===== config.mk =====
export PLATFORM = sky130hd
export DESIGN_NAME = toggle_handshake_rx
export DESIGN_NICKNAME = d
export VERILOG_FILES = /design/src/rtl/toggle_handshake_rx.sv
export SDC_FILE = /design/constraint.sdc
export NUM_CORES = 1
export LEC_CHECK = 0
export BUFFER_PORTS_ARGS = -buffer_cell sky130_fd_sc_hd__buf_2
export CAP_MARGIN = 15
export CORE_AREA = 2 2 39 41
export DETAILED_ROUTE_END_ITERATION = 10
export DIE_AREA = 0 0 41 43
export PLACE_DENSITY = 0.67
export SLEW_MARGIN = 25
export SYNTH_ARGS = -nofsm -noshare
export SYNTH_HDL_FRONTEND = slang
export SYNTH_SLANG_ARGS = --single-unit

===== constraint.sdc =====
create_clock -name clk -period 1.13 [get_ports clk]
set_input_delay 0.1695 -clock clk [delete_from_list [all_inputs] [get_ports clk]]
set_output_delay 0.1695 -clock clk [all_outputs]
set_load 0.03 [all_outputs]

===== src/rtl/toggle_handshake_rx.sv =====
// ---------------------------------------------------------------------------
// toggle_handshake_rx
//
// Receiving end of a two-phase (toggle) request/acknowledge link. The sender
// flips req_tgl once per request and holds req_data stable until ack_tgl
// flips back. This block synchronises req_tgl into the clk domain and spots
// each level change. It then captures req_data and presents the word on a
// valid/ready port. When the consumer takes the word, it flips ack_tgl.
//
// Parameters:
//   SYNC_STAGES - flops in the req_tgl synchroniser (2 or more)
//   DATA_W      - payload width
//
// Ports:
//   clk         - rising-edge clock
//   rst         - synchronous reset, active-high
//   req_tgl     - request toggle from the sender (asynchronous to clk)
//   req_data    - request payload, stable by protocol while a request is open
//   ack_tgl     - acknowledge toggle back to the sender
//   out_data    - captured word
//   out_valid   - out_data holds an unconsumed word
//   out_ready   - consumer accepts out_data when out_valid is high
//   busy        - same as out_valid
//   overrun_cnt - (TOGGLE_HANDSHAKE_RX_OVERRUN_EN only) saturating count of
//                 req_tgl changes seen while a word was still being held
//
// Optional feature macro: TOGGLE_HANDSHAKE_RX_OVERRUN_EN
// ---------------------------------------------------------------------------
module toggle_handshake_rx #(
    parameter int SYNC_STAGES = 2,
    parameter int DATA_W      = 8
) (
    input  logic              clk,
    input  logic              rst,
    input  logic              req_tgl,
    input  logic [DATA_W-1:0] req_data,
    output logic              ack_tgl,
    output logic [DATA_W-1:0] out_data,
    output logic              out_valid,
    input  logic              out_ready,
    output logic              busy
`ifdef TOGGLE_HANDSHAKE_RX_OVERRUN_EN
    ,
    output logic [7:0]        overrun_cnt
`endif
);

    localparam logic [0:0] IDLE = 1'b0;
    localparam logic [0:0] HOLD = 1'b1;

    logic [SYNC_STAGES-1:0] sync;
    logic                   s;
    logic                   req_last;
    logic                   det;
    logic [0:0]             state;

    // Plain shift chain with nothing between the stages, so every stage can
    // settle out of metastability. req_data is not synchronised: the protocol
    // keeps it stable long before the toggle reaches s.
    always_ff @(posedge clk) begin
        if (rst) begin
            sync <= '0;
        end else begin
            sync <= {sync[SYNC_STAGES-2:0], req_tgl};
        end
    end

    assign s   = sync[SYNC_STAGES-1];
    assign det = (s != req_last);

    // Two-state handshake. req_last is updated only on capture. A toggle that
    // arrives while a word is held is therefore evaluated on return to IDLE,
    // and an even number of such toggles cancels out.
    always_ff @(posedge clk) begin
        if (rst) begin
            state    <= IDLE;
            req_last <= 1'b0;
            ack_tgl  <= 1'b0;
            out_data <= '0;
        end else if (state == IDLE) begin
            if (det) begin
                out_data <= req_data;
                req_last <= s;
                state    <= HOLD;
            end
        end else begin
            if (out_ready) begin
                ack_tgl <= ~ack_tgl;
                state   <= IDLE;
            end
        end
    end

    // The state flop itself is the valid flag, so busy and out_valid are
    // registered without any extra flop.
    assign out_valid = (state == HOLD);
    assign busy      = out_valid;

`ifdef TOGGLE_HANDSHAKE_RX_OVERRUN_EN
    logic s_prev;

    // Count every change of s that arrives while a word is still held. These
    // are sender protocol violations that the handshake itself cannot report.
    always_ff @(posedge clk) begin
        if (rst) begin
            s_prev      <= 1'b0;
            overrun_cnt <= 8'd0;
        end else begin
            s_prev <= s;
            if ((state == HOLD) && (s != s_prev) && (overrun_cnt != 8'hFF)) begin
                overrun_cnt <= overrun_cnt + 8'd1;
            end
        end
    end
`endif

endmodule


* After elaboration in Yosys (flattened, before gate mapping)
Index checks and enable logic that the tools add are counted.
Storage, ports and cells: bits in registers 13, output and inout bits 11
Cells by class: equality and inequality tests 1, multiplexer cells 3, bitwise gates (word level) 2, reduce and logical (&&, ||, !) cells 2
Operators by type and width (count):
- AND reduction 2 bit | 2
- two-way mux 1 bit | 3
- inverter 1 bit | 2
- != test 1 bit | 1

* Logic depth before layout (Yosys ltp)
depth after elaboration 3, depth in mapped cells 4

* Worst setup path after synthesis
Ideal clock, no wire load.
path type reg-to-reg, start point register state (netlist: busy), end point register req_last, setup time 128 ps, arrival time 1036 ps, required time 1002 ps, slack -34 ps, cell stages (with the launch flop) 4, period minus slack after synthesis 1164 ps, cell sequence dfxtp_1 -> clkbuf_1 -> mux2i_1 -> nor2_1
Between the ends: word-level cells in the longest chain between the ends 2
RTL lines:
- from (decl) | line 55 | logic [0:0] state;
- from (signal assigned) | line 76 | state <= IDLE;
- from (signal assigned) | line 84 | state <= HOLD;
- from (signal assigned) | line 89 | state <= IDLE;
- inverter 1 bit (no source line)
- AND reduction 2 bit (no source line)
- to (signal assigned) | line 83 | req_last <= s;
- to (decl) | line 53 | logic req_last;
No other way between the ends. A chain may end at the register's enable or synchronous reset.

* Worst setup path in the final report
start point register state (netlist: busy), end point output port out_valid
RTL lines:
- to (decl) | line 39 | output logic out_valid,
No word-level cell between the ends.

==> results.json <==
{
  "crit_path_cell_trace": "buf_2",
  "clock-sinks": 13,
  "power.share.clock": 0.294,
  "synth_nets": 64,
  "fin_tns_setup_ns": 0,
  "fin_skew_ns": 0.00561,
  "place_congestion": 0.630,
  "min_from": "out_ready",
  "r2r_slack_ns": 0.12,
  "drtIter0Drc": 4,
  "cp.required_ns": 0.96,
  "synth_cell_type_count": 14,
  "startpoint": "busy$_SDFF_PP0_",
  "layout_min_cycle_time_ns": 1.06,
  "min_path_cells": 2,
  "post-route-period-util": 0.942,
  "mostFrequentLayoutCells": "22 x buf_2, 10 x dfxtp_1, 8 x nand3b_1, 8 x o21ai_0, 8 x a21oi_1",
  "vdd_drop_max_uv": 781,
  "p_per_area_nw_per_um2": 1400,
  "r2r_end": "out_data[7]$_SDFFE_PP0P_",
  "layoutNonFillerInstCount": 92,
  "cts_tree": "yes",
  "cts.clk_slew.worst_paths_ns": 0.08,
  "dp.cells": 87,
  "p_sw_w": 0.000257,
  "antennaDiodeCount": 0,
  "drc_errors": 0,
  "holdPathEnd": "busy$_SDFF_PP0_",
  "final_common_cell": "buf_2",
  "holdWs_ns": 0.0868,
  "status": "finished clean",
  "reg2reg_from": "req_last$_SDFFE_PP0P_",
  "ctsHoldBuffers": 0,
  "fin_util": 0.484,
  "vias": 431,
  "antenna_found_initial": 0,
  "comb_power_share": 0.172,
  "yosysSeqAreaShare": 0.517,
  "finalNetCount": 89,
  "fmax_ghz": 0.939,
  "swShare": 0.274,
  "maxCapViolations": 0,
  "grt_pass1_vias": 323,
  "wl_um": 986,
  "arrival_ns": 0.90,
  "avgSynthCellArea_um2": 9.67,
  "worstRegToRegCells": 3,
  "ant_nets": 0,
  "netlist_area_um2": 503,
  "crit_family": "flip-flops",
  "grt_use_total": 0.118,
  "die_width_um": 41,
  "core-area_um2": 1380,
  "first_pass_iters": 4,
  "startpoint_type": "flop",
  "critical_path.max_stage_delay_ns": 0.41,
  "power.total_w": 0.000940,
  "synthToLayoutAreaGrowth_pct": 33.1,
  "clk_latency_ns": 0.27,
  "drive_gt1_frac": 0.434,
  "tightest_slew_ns": 0.326,
  "core.rowCount": 14,
  "rsz0062_at_grt": "no",
  "pwr-share-seq": 0.534,
  "slowest_stage": "dfxtp_4",
  "detailed_place_hpwl_um": 660,
  "hp-class": "in2reg",
  "wl_met1_um": 485,
  "wl_per_cell_um": 10.7,
  "synthCells": 52,
  "cts-root-buf": "clkbuf_4",
  "ioPinCount": 23,
  "ctsLongestPathBuffers": 2,
  "numCtsBuffers": 3,
  "ctsHtreeMaxLevel": 1,
  "finalSetupViolations": 0,
  "slew_viol_final": 0,
  "port_buffers": 22,
  "wl_met3_um": 63,
  "grt_overflow": 0,
  "initial_core_util": 0.363,
  "ys_seq_elements": 13,
  "grt_max_degree": 23,
  "intPower_w": 0.000683,
  "die_area_um2": 1760,
  "power_leakage_nw": 0.288,
  "wl_met2_um": 437,
  "path_buf_inv": 1,
  "die_y_um": 43,
  "hold_violations": 0,
  "maxSlewHeadroom": 0.782,
  "critPathMaxFanout": 12,
  "path_class": "reg2out",
  "ys.warnings.count": 0,
  "grt_first_pass_wirelength_mm": 1.35,
  "top_layer_used": "met3",
  "via_per_inst": 4.68,
  "end_kind": "output port"
}
-- area by class of cell --
cell class / instances / area, µm²
repair buffers: 24 / 125
flip-flops and latches: 13 / 267
clock buffers: 4 / 26.3
multi-input cells: 35 / 231
fillers: 132 / 714
well taps: 16 / 20.0
-- through the flow --
step / setup WS, ns / cell area, µm²
finish: 0.0653 / 669
global route: 0.0307 / 669
detailed placement: -0.0612 / 623
global placement: -0.0255 / 623
floorplan: 0.0771 / 504
CTS: -0.0132 / 659
-- per-layer routing --
metal / GRT usage / vias up
li1: - / 227
met1: 0.155 / 191
met2: 0.144 / 13
met3: 0.0785 / 0
met4: 0.0600 / 0
met5: 0 / -
-- synth_stat cells --
| cell | instances | share of area |
|---|---|---|
| a211oi_2 | 1 | 0.025 |
| a21oi_1 | 8 | 0.080 |
| buf_4 | 1 | 0.015 |
| clkbuf_1 | 3 | 0.022 |
| dfxtp_1 | 13 | 0.52 |
| mux2i_1 | 1 | 0.020 |
| nand2_1 | 1 | 0.0075 |
| nand3b_1 | 8 | 0.12 |
| nor2_1 | 3 | 0.022 |
| nor2b_1 | 2 | 0.025 |
| o21ai_0 | 8 | 0.080 |
| xnor2_1 | 1 | 0.017 |
| xor2_1 | 1 | 0.017 |
| xor2_2 | 1 | 0.032 |
-- power by group through the flow --
stage               sequential [W]  combinational (W)  clock, W
global placement          0.000517           0.000149         0
CTS                       0.000507           0.000153  0.000291
finish                    0.000502           0.000161  0.000277
floorplan                 0.000546          0.0000717         0
detailed placement        0.000518           0.000151         0
global route              0.000506           0.000173  0.000308
-- cells by family after synthesis --
kind of cell | Yosys count | share of synthesized area
buffers and inverters | 4 | 0.0373
and+or+nand+nor | 14 | 0.174
DFF | 13 | 0.517
muxes | 1 | 0.0199
xor gates and xnor gates | 3 | 0.0672
AOI/OAI and AO/OA | 17 | 0.184
-- worst max-delay path by stage --
stage / end / slack (ns) / cells after the start
after detailed placement: out_data[7]$_SDFFE_PP0P_ / -0.06 / 3
after CTS: out_valid / -0.01 / 1
final: out_valid / 0.07 / 1
after floorplan: req_last$_SDFFE_PP0P_ / 0.08 / 3
after global routing: out_valid / 0.03 / 1
after global placement: out_data[5]$_SDFFE_PP0P_ / -0.03 / 3
-- flip-flops by register name, indices dropped and copies added, names as in the netlist --
signal    count
out_data      8
sync          2
ack_tgl       1
busy          1
req_last      1
-- repair_timing --
item                                    4_1_cts  5_1_grt
buffers inserted                              0        1
gates cloned                                  0        0
endpoints found under the setup margin       10        4
gates resized for setup                       2        2
Power figures use the tool's default switching activity.
